==> src/rtl/ppu_pkg.sv <==
// Shared types and constants for the PPU background tile fetcher.
// Optional one-entry tile cache is enabled with PPU_TILE_CACHE_EN.
package ppu_pkg;

    typedef logic [2:0] state_t;

    localparam state_t S_IDLE  = 3'd0;
    localparam state_t S_NT    = 3'd1;
    localparam state_t S_AT    = 3'd2;
    localparam state_t S_PT_LO = 3'd3;
    localparam state_t S_PT_HI = 3'd4;
    localparam state_t S_DONE  = 3'd5;

    localparam logic [1:0] MIR_HORIZ     = 2'd0;
    localparam logic [1:0] MIR_VERT      = 2'd1;
    localparam logic [1:0] MIR_SINGLE_LO = 2'd2;
    localparam logic [1:0] MIR_SINGLE_HI = 2'd3;

    localparam int unsigned AT_OFFSET = 'h3C0;
    localparam int unsigned NT_SIZE   = 'h400;
    localparam int unsigned PT_HALF   = 'h1000;

    localparam logic [9:0] ROW_WRAP = 10'd480;
    localparam logic [9:0] NT_ROWS  = 10'd240;

    typedef struct packed {
        logic [8:0] pix_row;
        logic [8:0] pix_col;
        logic [7:0] scroll_x;
        logic [7:0] scroll_y;
        logic       nt_h;
        logic       nt_v;
        logic       pt_sel;
        logic [1:0] mirror;
    } fetch_req_t;

    function automatic logic [1:0] pal_sel(
        input logic [7:0] at_byte,
        input logic [2:0] shift
    );
        logic [7:0] s;
        s = at_byte >> shift;
        return s[1:0];
    endfunction

endpackage

==> src/rtl/ppu_scroll_map.sv <==
// Scroll/mirroring mapping from screen position to NT, AT and PT addresses.
// Purely combinational; used by ppu_tile_fetcher.
module ppu_scroll_map
    import ppu_pkg::*;
#(
    parameter int          ADDR_W    = 16,
    parameter int unsigned NT_BASE   = 'h2000,
    parameter int unsigned PT_STRIDE = 16
) (
    input  fetch_req_t        req,
    input  logic [7:0]        nt_byte,
    output logic [ADDR_W-1:0] nt_addr,
    output logic [ADDR_W-1:0] at_addr,
    output logic [ADDR_W-1:0] pt_lo_addr,
    output logic [ADDR_W-1:0] pt_hi_addr,
    output logic [2:0]        fine_y,
    output logic [2:0]        fine_x,
    output logic [2:0]        pal_shift
);

    logic [9:0]        row_sum;
    logic [8:0]        row;
    logic [8:0]        col;
    logic [7:0]        nt_row;
    logic [4:0]        coarse_y;
    logic [4:0]        coarse_x;
    logic              v;
    logic              p;
    logic [ADDR_W-1:0] nt_base;
    logic [ADDR_W-1:0] pt_base;

    always_comb begin
        row_sum = 10'(req.pix_row) + 10'(req.scroll_y)
                + (req.nt_v ? NT_ROWS : 10'd0);
        // Max sum is 734, so one subtraction wraps the 480-row space.
        row = (row_sum >= ROW_WRAP) ? 9'(row_sum - ROW_WRAP)
                                    : row_sum[8:0];
        col = req.pix_col + 9'(req.scroll_x) + {req.nt_h, 8'h00};

        v      = (row >= 9'(NT_ROWS));
        nt_row = 8'(v ? row - 9'(NT_ROWS) : row);

        coarse_y = nt_row[7:3];
        fine_y   = nt_row[2:0];
        coarse_x = col[7:3];
        fine_x   = col[2:0];

        unique case (req.mirror)
            MIR_HORIZ:     p = v;
            MIR_VERT:      p = col[8];
            MIR_SINGLE_LO: p = 1'b0;
            MIR_SINGLE_HI: p = 1'b1;
            default:       p = 1'b0;
        endcase

        nt_base = ADDR_W'(NT_BASE) + (p ? ADDR_W'(NT_SIZE) : '0);
        nt_addr = nt_base + ADDR_W'({coarse_y, coarse_x});
        at_addr = nt_base + ADDR_W'(AT_OFFSET)
                + ADDR_W'({coarse_y[4:2], coarse_x[4:2]});

        pt_base    = req.pt_sel ? ADDR_W'(PT_HALF) : '0;
        pt_lo_addr = pt_base
                   + ADDR_W'(nt_byte) * ADDR_W'(PT_STRIDE)
                   + ADDR_W'(fine_y);
        pt_hi_addr = pt_lo_addr + ADDR_W'(8);

        pal_shift = {coarse_y[1], coarse_x[1], 1'b0};
    end

endmodule

==> src/rtl/ppu_tile_fetcher.sv <==
// Background tile fetcher: NT, AT, PT_LO, PT_HI reads per tile.
// Define PPU_TILE_CACHE_EN to add a one-entry tile cache.
module ppu_tile_fetcher
    import ppu_pkg::*;
#(
    parameter int          ADDR_W    = 16,
    parameter int unsigned NT_BASE   = 'h2000,
    parameter int unsigned PT_STRIDE = 16
) (
    input  logic              clk,
    input  logic              rst_n,
    input  logic              start,
    input  logic [8:0]        pix_row,
    input  logic [8:0]        pix_col,
    input  logic [7:0]        scroll_x,
    input  logic [7:0]        scroll_y,
    input  logic [7:0]        ctrl,
    input  logic [1:0]        mirror,
    input  logic              cache_inv,
    output logic              busy,
    output logic              mem_req,
    output logic [ADDR_W-1:0] mem_addr,
    input  logic              mem_ack,
    input  logic [7:0]        mem_rdata,
    output logic              tile_valid,
    output logic [7:0]        tile_pt_lo,
    output logic [7:0]        tile_pt_hi,
    output logic [1:0]        tile_pal,
    output logic [2:0]        tile_fine_x
);

    state_t            state;
    fetch_req_t        req_d;
    fetch_req_t        req_q;
    fetch_req_t        map_req;
    logic [7:0]        nt_byte_q;
    logic [7:0]        at_byte_q;
    logic [7:0]        lo_q;
    logic [ADDR_W-1:0] nt_addr;
    logic [ADDR_W-1:0] at_addr;
    logic [ADDR_W-1:0] pt_lo_addr;
    logic [ADDR_W-1:0] pt_hi_addr;
    logic [2:0]        fine_y;
    logic [2:0]        fine_x;
    logic [2:0]        pal_shift;
    logic [1:0]        pal;
    logic              hit;
    logic [7:0]        hit_lo;
    logic [7:0]        hit_hi;
    logic [1:0]        hit_pal;
    logic              unused_ctrl;

    assign unused_ctrl = ^{ctrl[7:5], ctrl[3:2]};

    always_comb begin
        req_d.pix_row  = pix_row;
        req_d.pix_col  = pix_col;
        req_d.scroll_x = scroll_x;
        req_d.scroll_y = scroll_y;
        req_d.nt_h     = ctrl[0];
        req_d.nt_v     = ctrl[1];
        req_d.pt_sel   = ctrl[4];
        req_d.mirror   = mirror;
    end

    // Live inputs drive the map only in IDLE, for the cache lookup.
    assign map_req = (state == S_IDLE) ? req_d : req_q;

    ppu_scroll_map #(
        .ADDR_W    (ADDR_W),
        .NT_BASE   (NT_BASE),
        .PT_STRIDE (PT_STRIDE)
    ) u_map (
        .req        (map_req),
        .nt_byte    (nt_byte_q),
        .nt_addr    (nt_addr),
        .at_addr    (at_addr),
        .pt_lo_addr (pt_lo_addr),
        .pt_hi_addr (pt_hi_addr),
        .fine_y     (fine_y),
        .fine_x     (fine_x),
        .pal_shift  (pal_shift)
    );

    assign pal        = pal_sel(at_byte_q, pal_shift);
    assign busy       = (state != S_IDLE);
    assign tile_valid = (state == S_DONE);
    assign mem_req    = (state == S_NT) || (state == S_AT)
                     || (state == S_PT_LO) || (state == S_PT_HI);

    always_comb begin
        mem_addr = '0;
        case (state)
            S_NT:    mem_addr = nt_addr;
            S_AT:    mem_addr = at_addr;
            S_PT_LO: mem_addr = pt_lo_addr;
            S_PT_HI: mem_addr = pt_hi_addr;
            default: mem_addr = '0;
        endcase
    end

`ifdef PPU_TILE_CACHE_EN
    logic              c_vld;
    logic [ADDR_W-1:0] c_nt;
    logic [2:0]        c_fy;
    logic              c_pt;
    logic [7:0]        c_lo;
    logic [7:0]        c_hi;
    logic [1:0]        c_pal;
    logic              refill;

    assign refill  = (state == S_PT_HI) && mem_ack;
    assign hit     = c_vld && !cache_inv && (c_nt == nt_addr)
                  && (c_fy == fine_y) && (c_pt == map_req.pt_sel);
    assign hit_lo  = c_lo;
    assign hit_hi  = c_hi;
    assign hit_pal = c_pal;

    always_ff @(posedge clk or negedge rst_n) begin
        if (!rst_n) begin
            c_vld <= 1'b0;
            c_nt  <= '0;
            c_fy  <= '0;
            c_pt  <= 1'b0;
            c_lo  <= '0;
            c_hi  <= '0;
            c_pal <= '0;
        end else begin
            if (cache_inv)
                c_vld <= 1'b0;
            else if (refill)
                c_vld <= 1'b1;
            if (refill) begin
                c_nt  <= nt_addr;
                c_fy  <= fine_y;
                c_pt  <= req_q.pt_sel;
                c_lo  <= lo_q;
                c_hi  <= mem_rdata;
                c_pal <= pal;
            end
        end
    end
`else
    logic unused_cache;

    assign unused_cache = ^{cache_inv, fine_y};
    assign hit     = 1'b0;
    assign hit_lo  = '0;
    assign hit_hi  = '0;
    assign hit_pal = '0;
`endif

    always_ff @(posedge clk or negedge rst_n) begin
        if (!rst_n) begin
            state       <= S_IDLE;
            req_q       <= '0;
            nt_byte_q   <= '0;
            at_byte_q   <= '0;
            lo_q        <= '0;
            tile_pt_lo  <= '0;
            tile_pt_hi  <= '0;
            tile_pal    <= '0;
            tile_fine_x <= '0;
        end else begin
            case (state)
                S_IDLE: if (start) begin
                    req_q <= req_d;
                    if (hit) begin
                        tile_pt_lo  <= hit_lo;
                        tile_pt_hi  <= hit_hi;
                        tile_pal    <= hit_pal;
                        tile_fine_x <= fine_x;
                        state       <= S_DONE;
                    end else begin
                        state <= S_NT;
                    end
                end
                S_NT: if (mem_ack) begin
                    nt_byte_q <= mem_rdata;
                    state     <= S_AT;
                end
                S_AT: if (mem_ack) begin
                    at_byte_q <= mem_rdata;
                    state     <= S_PT_LO;
                end
                S_PT_LO: if (mem_ack) begin
                    lo_q  <= mem_rdata;
                    state <= S_PT_HI;
                end
                S_PT_HI: if (mem_ack) begin
                    tile_pt_lo  <= lo_q;
                    tile_pt_hi  <= mem_rdata;
                    tile_pal    <= pal;
                    tile_fine_x <= fine_x;
                    state       <= S_DONE;
                end
                default: state <= S_IDLE;
            endcase
        end
    end

endmodule

==> config.mk <==
export PLATFORM = sky130hd
export DESIGN_NAME = ppu_tile_fetcher
export DESIGN_NICKNAME = d
export VERILOG_FILES = /design/src/rtl/ppu_pkg.sv /design/src/rtl/ppu_scroll_map.sv /design/src/rtl/ppu_tile_fetcher.sv
export SDC_FILE = /design/constraint.sdc
export NUM_CORES = 1
export LEC_CHECK = 0
export CAP_MARGIN = 20
export CORE_UTILIZATION = 57
export CTS_CLUSTER_SIZE = 12
export DETAILED_ROUTE_END_ITERATION = 7
export HOLD_SLACK_MARGIN = 0.02
export PLACE_DENSITY = 0.85
export REMOVE_ABC_BUFFERS = 1
export SLEW_MARGIN = 20
export SYNTH_ARGS = -nofsm -noshare
export SYNTH_HDL_FRONTEND = slang
export SYNTH_SLANG_ARGS = --single-unit
==> constraint.sdc <==
create_clock -name clk -period 11.8 [get_ports clk]
set_input_delay 1.77 -clock clk [delete_from_list [all_inputs] [get_ports clk]]
set_output_delay 1.77 -clock clk [all_outputs]
set_load 0.01 [all_outputs]
==> impl_metrics.json, run 1 <==
{
  "synth.ff_latch_count": 87,
  "relSlewSlack": 0.451,
  "die_y_um": 98.6,
  "synth-main-ff-cell": "dfrtp_1",
  "critPathLaunchType": "register",
  "syn_area_um2": 5320,
  "skew_ns": 0.0125,
  "port-buffer-count": 88,
  "final-setup-viol-count": 0,
  "vias": 4029,
  "root_buffer": "clkbuf_8",
  "cp_data_arrival_time_ns": 7.54,
  "clock_sinks": 87,
  "start_util": 0.598,
  "diodes": 0,
  "finalCritPeriodShare": 0.789,
  "final_cell_area_um2": 6540,
  "drv_slew": 0,
  "totalWireLength_um": 11900,
  "outcome": "completed",
  "cts_resized": 0,
  "min_path_cells": 2,
  "avgSynthCellArea_um2": 11.3,
  "rrSetupSlack_ns": 5.10,
  "layout-drive-gt1-share": 0.257,
  "critPathCaptureType": "output port",
  "rr_startpoint": "state[0]",
  "rsz0062_at_grt": "false",
  "routedWlPerCell_um": 17.9,
  "grt_pass1_vias": 4246,
  "maxCapViolations": 0,
  "worst_pin_slew_ns": 0.818,
  "crit_required_ns": 10.03,
  "core_area_um2": 8890,
  "clk_pin_slew_ns": 0.10,
  "finalHoldViolCount": 0,
  "grt_pass1_wl_um": 19900,
  "first_pass_iters": 5,
  "htreeDepth": 3,
  "postRouteAntennaNets": 0,
  "first_iter_violations": 218,
  "place.gp.congestion": 0.885,
  "grt_max_degree": 57,
  "synthArstFlopShare": 1.00,
  "r2r.worst_path.cells": 19,
  "place_area_um2": 6260,
  "grt_remaining_overflow": 0,
  "clock_latency_ns": 0.37,
  "reg2reg_to": "tile_pal[0]",
  "grt_usage": 0.256,
  "yosysSeqAreaShare": 0.409,
  "fin_crit_ns": 9.31,
  "hold_buffers": 0,
  "fin_tns_setup_ns": 0,
  "fmax_ghz": 0.107,
  "cts_buffer_depth": 2,
  "criticalPathCategory": "register to output port",
  "ys_types": 61,
  "holdCritStartpoint": "tile_fine_x[2]",
  "viasPerCell": 6.06,
  "holdPathEnd": "tile_fine_x[2]",
  "post_cts_buffers": 0,
  "drcViolationCount": 0,
  "hold_class": "register to register",
  "cts_tree": "yes",
  "dp_cells": 648,
  "die_w_um": 98.6,
  "io_pins": 97,
  "nNetsFinal": 637,
  "place_hpwl_um": 8490,
  "cts_made_buffers": 9,
  "row_count": 34,
  "synth_edf_count": 0,
  "fin_cells": 665,
  "antenna_found_initial": 0,
  "synth_cells": 469,
  "ys.warnings.count": 0,
  "dieArea_um2": 9720,
  "area_growth_pct": 22.9,
  "cp_max_fo": 35,
  "holdWs_ns": 0.495
}
-- per-layer routing --
| layer | routed length, µm | vias to the layer above | global-route usage | part of all wire |
|---|---|---|---|---|
| met2 | 5930 | 132 | 0.446 | 0.50 |
| met5 | 0 | - | 0 | 0 |
| met3 | 539 | 34 | 0.0511 | 0.045 |
| li1 | - | 1880 | - | - |
| met4 | 305 | 0 | 0.0987 | 0.026 |
| met1 | 5130 | 1983 | 0.315 | 0.43 |
-- critical path, cell delays in order (launching register included) --
cell and delay, ns:
dfrtp_1 0.64, nor3_2 0.58, buf_4 0.52, mux2i_1 0.69
xor2_1 0.15, ha_1 0.21, o21bai_1 0.15, ha_1 0.51
and3_1 0.24, a221oi_2 0.07, a21oi_1 0.50, mux2_2 0.28
ha_1 0.19, nand2b_1 0.06, or4_4 0.42, or4_1 0.53
a21o_1 0.20, a21o_1 0.21, and2_4 0.18, a221o_1 0.33
clkdlybuf4s50_1 0.50
-- flip-flops by register name, indices dropped and copies added, names as in the netlist --
register and count:
tile_pt_lo 8, req_q 39, lo_q 8, nt_byte_q 8
at_byte_q 8, tile_pal 2, tile_fine_x 3, state 3
tile_pt_hi 8
-- Yosys cell counts (2+ instances only) --
cell | count | area, µm²
o311ai_2 | 2 | 32.5
o221ai_1 | 2 | 17.5
o21ai_1 | 4 | 20.0
mux2_2 | 110 | 1240
mux2i_1 | 16 | 160
or4_1 | 2 | 15.0
dfrtp_1 | 87 | 2180
nor3_1 | 2 | 10.0
xor2_1 | 7 | 61.3
a22oi_1 | 4 | 30.0
clkbuf_1 | 15 | 56.3
a221o_1 | 3 | 30.0
buf_6 | 2 | 22.5
xnor2_1 | 10 | 87.6
o21a_1 | 3 | 22.5
buf_4 | 2 | 15.0
a21o_1 | 7 | 52.6
inv_1 | 14 | 52.6
nor2_1 | 21 | 78.8
fa_1 | 3 | 60.1
nand2_1 | 24 | 90.1
a211oi_1 | 2 | 15.0
o21bai_1 | 6 | 45.0
nand3_1 | 7 | 35.0
and2_1 | 6 | 37.5
a21oi_1 | 24 | 120
ha_1 | 25 | 313
or2_2 | 2 | 12.5
nor2b_1 | 4 | 25.0
o21ai_0 | 15 | 75.1
nand2b_1 | 8 | 50.1
-- kinds of logic (layout without fill, tap and decap cells) --
family | after synthesis | in the layout | synth area share
DFF | 87 | 87 | 0.409
and+or+nand+nor | 86 | 86 | 0.0833
muxes | 126 | 126 | 0.263
other | 1 | 2 | 0.000705
xor gates and xnor gates | 17 | 17 | 0.0280
adders and majority gates | 28 | 28 | 0.0701
buffers and inverters | 35 | 122 | 0.0292
AOI/OAI and AO/OA | 89 | 89 | 0.116
-- cell usage in the layout, fill, tap and decap left out, drive strengths merged, types with 5 or more instances in the layout --
cell type	synthesis	final
xor2	7	7
nand2	24	24
nand3	7	7
mux2i	16	16
clkdlybuf4s50	0	87
xnor2	10	10
a21oi	24	24
nor2	21	21
inv	14	17
and2	7	7
buf	6	5
a21o	7	7
nand2b	8	8
o21bai	6	6
ha	25	25
o21ai	19	19
mux2	110	110
dfrtp	87	87
clkbuf	15	9
-- per-stage QoR --
stage,setup WS [ns],utilization
6_report,2.49,0.735
5_1_grt,1.93,0.735
4_1_cts,2.46,0.732
3_5_place_dp,2.55,0.704
3_3_place_gp,2.59,0.704
2_1_floorplan,1.59,-
-- worst max path at each step --
stage	start	slack, ns	end	depth (start not counted)
2_1_floorplan	state[0]	1.59	mem_addr[6]	18
3_3_place_gp	ctrl[1]	2.59	mem_addr[6]	19
3_5_place_dp	ctrl[1]	2.55	mem_addr[6]	19
4_1_cts	state[0]	2.46	mem_addr[6]	20
5_1_grt	state[0]	1.93	mem_addr[6]	21
6_report	state[0]	2.49	mem_addr[6]	20
-- cell type report --
type,instances,area [µm²]
Multi-Input combinational cell,348,2990
Fill cell,621,2350
Sequential cell,87,2180
Timing Repair Buffer,92,928
Tap cell,108,135
Clock inverter,7,125
Clock buffer,9,124
Inverter,14,52.6
Power of run 1 is not shown: default switching activity piles up to over one toggle a cycle in this logic, so the estimate is an artifact.
==> run 2, diff against run 1 <==
--- a/config.mk
+++ b/config.mk
@@ -6,11 +6,11 @@
 export NUM_CORES = 1
 export LEC_CHECK = 0
 export CAP_MARGIN = 20
-export CORE_UTILIZATION = 57
+export CORE_UTILIZATION = 48
 export CTS_CLUSTER_SIZE = 12
 export DETAILED_ROUTE_END_ITERATION = 7
 export HOLD_SLACK_MARGIN = 0.02
-export PLACE_DENSITY = 0.85
+export PLACE_DENSITY = 0.76
 export REMOVE_ABC_BUFFERS = 1
 export SLEW_MARGIN = 20
 export SYNTH_ARGS = -nofsm -noshare
==> constraint.sdc (replaced) <==
create_clock -name clk -period 8 [get_ports clk]
set_input_delay 1.2 -clock clk [delete_from_list [all_inputs] [get_ports clk]]
set_output_delay 1.2 -clock clk [all_outputs]
set_load 0.01 [all_outputs]
==> impl_metrics.json, run 2 (synthesis gave the netlist of run 1 again) <==
{
  "outcome": "completed",
  "fin_tns_setup_ns": 0,
  "clock_sinks": 87,
  "worst_pin_slew_ns": 0.862,
  "htreeDepth": 3,
  "cts_made_buffers": 9,
  "die_w_um": 107,
  "final_cell_mix": "mux2_2, clkdlybuf4s50_1, dfrtp_1, ha_1",
  "grt_pass1_wl_um": 18800,
  "clk_pin_slew_ns": 0.09,
  "rrSetupSlack_ns": 2.46,
  "reg2reg_to": "tile_pal[1]",
  "dieArea_um2": 11500,
  "top_register": "req_q",
  "core_area_um2": 10800,
  "place.gp.congestion": 0.870,
  "pre_cts_slack_ns": 0.222,
  "cp-endpoint": "mem_addr[6]",
  "vias": 3952,
  "cts_buffer_depth": 2,
  "clock_latency_ns": 0.35,
  "first_iter_violations": 189,
  "drv_slew": 0,
  "die_y_um": 107,
  "rsz0062_at_grt": "false",
  "diodes": 0,
  "cp_data_arrival_time_ns": 6.55,
  "criticalPathCategory": "input pin to output port",
  "layout-drive-gt1-share": 0.270,
  "grt_remaining_overflow": 0,
  "crit_start": "ctrl[1]",
  "critPathCaptureType": "output port",
  "finalHoldViolCount": 0,
  "grt_usage": 0.208,
  "r2r.worst_path.cells": 21,
  "largest_register_ffs": 39,
  "root_buffer": "clkbuf_8",
  "nNetsFinal": 642,
  "io_pins": 97,
  "grt_pass1_vias": 3937,
  "row_count": 38,
  "crit_required_ns": 6.80,
  "routedWlPerCell_um": 16.5,
  "finalCritPeriodShare": 0.969,
  "viasPerCell": 5.63,
  "cp_max_fo": 11,
  "antenna_found_initial": 0,
  "relSlewSlack": 0.421,
  "final_common_cell": "mux2_2",
  "start_util": 0.493,
  "hold_buffers": 0,
  "fin_crit_ns": 7.75,
  "n_fill_cell": 905,
  "skew_ns": 0.0117,
  "fmax_ghz": 0.129,
  "port-buffer-count": 88,
  "final-setup-viol-count": 0,
  "place_area_um2": 6330,
  "cts_tree": "yes",
  "drcViolationCount": 0,
  "postRouteAntennaNets": 0,
  "grt_max_degree": 88,
  "final_cell_area_um2": 6570,
  "first_pass_iters": 4,
  "maxCapViolations": 0,
  "area_growth_pct": 23.6,
  "rr_startpoint": "state[1]",
  "hold_class": "register to register",
  "min_path_cells": 1,
  "totalWireLength_um": 11600,
  "setup_slack_ns": 0.251,
  "place_hpwl_um": 8370,
  "critPathLaunchType": "input pin"
}
## run 2: cell count changes in the layout (fill, tap and decap cells not counted), moves of 2 or more
| cell | change |
|---|---|
| buf_6 | +2 |
| inv_6 | -2 |
| buf_4 | +4 |
| bufinv_16 | -2 |
| clkinvlp_4 | +4 |
## run 2: critical path, stage by stage
cell and delay, ns:
clkdlybuf4s50_1 0.48, mux2i_1 0.08, buf_4 0.18, xor2_1 0.17
ha_1 0.19, o21bai_1 0.16, ha_1 0.50, o21a_1 0.18
o22a_1 0.16, o41a_1 0.21, a21oi_1 0.10, a21oi_1 0.15
mux2_2 0.18, ha_1 0.18, nand2b_1 0.06, or4_4 0.41
or4_1 0.53, a21o_1 0.20, a21o_1 0.22, and2_4 0.18
a221o_1 0.32, clkdlybuf4s50_1 0.51
## run 2: how the worst min path moves through the flow
stage                              start              to  slack [ns]
final                       nt_byte_q[7]    nt_byte_q[7]        0.51
after global routing           req_q[13]       req_q[13]        0.53
after CTS                 tile_fine_x[2]  tile_fine_x[2]        0.51
after detailed placement  tile_fine_x[2]  tile_fine_x[2]        0.49
after global placement    tile_fine_x[2]  tile_fine_x[2]        0.47
after floorplan             nt_byte_q[7]    nt_byte_q[7]        0.47
## run 2: metrics by stage
stage               utilization  hold WS (ns)  std cells
global placement          0.586         0.470        684
detailed placement        0.586         0.488        684
floorplan                     -         0.472        449
global route              0.609         0.530        702
CTS                       0.606         0.509        700
finish                    0.609         0.509        702
## run 2: area by class of cell
cell class	count	area (µm²)	area share
Inverter	14	52.6	0.00800
Tap cell	140	175	0.0267
Clock inverter	6	68.8	0.0105
Timing Repair Buffer	97	953	0.145
Sequential cell	87	2180	0.331
Clock buffer	10	138	0.0209
Multi-Input combinational cell	348	3010	0.457
## run 2: what timing repair did
action                     4_1_cts  5_1_grt
setup endpoints to repair        0        2
buffers inserted                 0        2
resized for setup                0        4
## run 2: routing by layer
| metal | GRT usage | routed length, µm |
|---|---|---|
| met1 | 0.268 | 5250 |
| met2 | 0.359 | 5780 |
| met3 | 0.0400 | 451 |
| met4 | 0.0558 | 103 |
| met5 | 0 | 0 |
Power of run 2 is left out for the same reason.
==> run 3, diff against run 2 <==
--- a/config.mk
+++ b/config.mk
@@ -5,6 +5,7 @@
 export SDC_FILE = /design/constraint.sdc
 export NUM_CORES = 1
 export LEC_CHECK = 0
+export ABC_CLOCK_PERIOD_IN_PS = 8000
 export CAP_MARGIN = 20
 export CORE_UTILIZATION = 48
 export CTS_CLUSTER_SIZE = 12
==> results of run 3 <==
The final DEF is identical to that of run 2; final timing and power are the same.
Power of run 3 is left out for the same reason.
==> variant, RTL diff (flow settings as in run 1) <==
`ADDR_W` is set to 16 in 2 places; all go to 18.
--- a/src/rtl/ppu_scroll_map.sv
+++ b/src/rtl/ppu_scroll_map.sv
@@ -3,7 +3,7 @@
 module ppu_scroll_map
     import ppu_pkg::*;
 #(
-    parameter int          ADDR_W    = 16,
+    parameter int          ADDR_W    = 18,
     parameter int unsigned NT_BASE   = 'h2000,
     parameter int unsigned PT_STRIDE = 16
 ) (
--- a/src/rtl/ppu_tile_fetcher.sv
+++ b/src/rtl/ppu_tile_fetcher.sv
@@ -3,7 +3,7 @@
 module ppu_tile_fetcher
     import ppu_pkg::*;
 #(
-    parameter int          ADDR_W    = 16,
+    parameter int          ADDR_W    = 18,
     parameter int unsigned NT_BASE   = 'h2000,
     parameter int unsigned PT_STRIDE = 16
 ) (
Interface: changed (resized mem_addr); port bits go from 97 to 99. No check against the original RTL was run, so the function may have changed too.
==> variant against run 1 <==
  * Clock skew hardly changed
  * Worst setup slack better by 0.38 ns
  * Routed wire length is 5.7% higher
  * Register-to-register slack better by 0.97 ns
  * Area after synthesis is 3.6% higher
  * Sequential cell count stayed put
  * Core utilization is 2.0 points lower
  * Synthesized cell count is 23% higher
  * Design area is 1.5% higher
  * Worst hold slack worse by 0.023 ns
  * Sequential share of layout area is 0.50 points lower
Power is not shown: default switching activity piles up to over one toggle a cycle in this logic, so the estimate is an artifact.
==> variant: results (changes against run 1) <==
Placement
  – Placed cell count: 771 (was 648)
  – DP HPWL: 9.139 mm (was 8.493 mm)
  – RD Place Congestion: 0.9112 (was 0.8849)

Critical path
  – Arr. time, crit path: 7.16 ns (was 7.54 ns)
  – Largest fanout on the critical path: 9 (was 35)
  – Reg2reg path depth: 24 (was 19)
  – Flop2flop setup slack: 6.07 ns (was 5.10 ns)

Min path
  – Endpoint, Worst Hold: tile_pt_lo[5]$_DFFE_PN0P_ (was tile_fine_x[2]$_DFFE_PN0P_)
  – Worst hold start: lo_q[5]$_DFFE_PN0P_ (was tile_fine_x[2]$_DFFE_PN0P_)

Yosys
  – Mux cell area share after synthesis: 0.1574 (was 0.2631)
  – Compound-Gate Fraction of Synth Area: 0.1153 (was 0.1162)
  – Synth Instances: 579 (was 469)
  – Post-Synth XOR/XNOR Area: 0.04428 (was 0.02800)
  – Largest family of logic cells by synthesized area: simple AND/OR/NAND/NOR gates (was multiplexers)
  – Synth top cells by count: 169 x nand2_1, 87 x dfrtp_1, 69 x mux2_2 (was 110 x mux2_2, 87 x dfrtp_1, 25 x ha_1)
  – Top post-synthesis cells by area: dfrtp_1 40%, mux2_2 14%, nand2_1 12% (was dfrtp_1 41%, mux2_2 23%, ha_1 5.9%)
  – Synth Flop Type: dfrtp_1 (unchanged)
  – Sequential area share after synthesis: 0.3951 (was 0.4094)
  – Adder-cell share of the synthesized area: 0.06630 (was 0.07012)

Drt
  – Initial DRT Pass Iterations: 4 (was 5)
  – Avg Vias per Cell: 5.571 (was 6.059)
  – Routed wl met2: 6.355 mm (was 5.932 mm)
  – Final WL: 12.59 mm (was 11.90 mm)
  – WL per Instance: 15.99 um (was 17.90 um)
  – Met1 Routed Length: 5.574 mm (was 5.126 mm)
  – DR iter-0 viols: 244 (was 218)
  – Met3 routed wirelength: 452 um (was 539 um)

Outcome
  – Outcome: complete, no violations (unchanged)

Cells and area
  – Nets@finish: 738 (was 637)
  – Share of cells above drive strength 1: 0.1672 (was 0.2567)

CTS
  – CTS Buf Count: 9 (unchanged)
  – CTS resizes: 0 (unchanged)
  – Clock Tree Buf Depth: 2 (unchanged)
  – Clk_lat worst skew: 0.37 ns (about the same)

GRT
  – Vias in the first global route: 4,393 (was 4,246)
  – First-pass GRT wire length: 20.64 mm (was 19.87 mm)

STA
  – Rel. slew slack: 0.3374 (was 0.4509)
## variant: cell count changes in the layout (fill, tap and decap cells not counted), moves of 5 or more
cell and delta:
mux2i_1 -10, xnor2_1 +7, nor2_1 -10, nand2_1 +145
mux2_2 -41, o21ai_0 -5, and3_1 +5
## variant: cells by family after synthesis
family,count (synthesis)
AO/OA/AOI/OAI,81
flip-flops,87
multiplexers,77
adder cells (fa/ha/maj),28
AND/OR/NAND/NOR,233
buffers and inverters,45
XOR/XNOR,27
other,1
## variant: metrics by stage
| stage | hold WS (ns) | area (um^2) | worst slack (ns) |
|---|---|---|---|
| 6_report | 0.4720 | 6635 | 2.872 |
| 5_1_grt | 0.5055 | 6635 | 2.442 |
| 4_1_cts | 0.4740 | 6635 | 2.875 |
| 3_5_place_dp | 0.4566 | 6455 | 2.910 |
| 3_3_place_gp | 0.4447 | 6455 | 3.034 |
| 2_1_floorplan | 0.4331 | 5388 | 1.722 |
## variant: how the worst max path moves through the flow
stage                  end  slack, ns
4_1_cts        mem_addr[7]       2.88
2_1_floorplan  mem_addr[3]       1.72
6_report       mem_addr[7]       2.87
3_3_place_gp   mem_addr[7]       3.03
3_5_place_dp   mem_addr[7]       2.91
5_1_grt        mem_addr[8]       2.44
## variant: routing by layer
layer	vias to the layer above	GRT usage
met4	0	0.09365
met3	23	0.04666
met1	2123	0.3306
li1	2137	-
met5	-	0
met2	101	0.4563
## variant: layout make-up
cell class / count / area, um^2
clock inverters: 6 / 42.54
clock buffers: 10 / 137.6
flip-flops and latches: 87 / 2177
repair buffers: 91 / 900.9
inverters: 14 / 52.55
fillers: 711 / 2649
well taps: 129 / 161.4
multi-input cells: 450 / 3163
## variant: critical path: stages
cell and delay [ns]:
clkdlybuf4s50_1 0.60, xor2_1 0.25, nand2_1 0.07, o21ai_0 0.11, ha_1 0.22, a311o_1 0.27
ha_1 0.39, a21oi_4 0.25, nand2_1 0.12, a221o_1 0.36, o2111ai_1 0.28, a21oi_1 0.11
a21oi_1 0.19, ha_1 0.21, nand2_1 0.06, nor4_1 0.16, inv_1 0.09, o31ai_1 0.09
o211ai_2 0.22, and2_4 0.23, mux2_4 0.31, a221o_1 0.33, clkdlybuf4s50_1 0.49
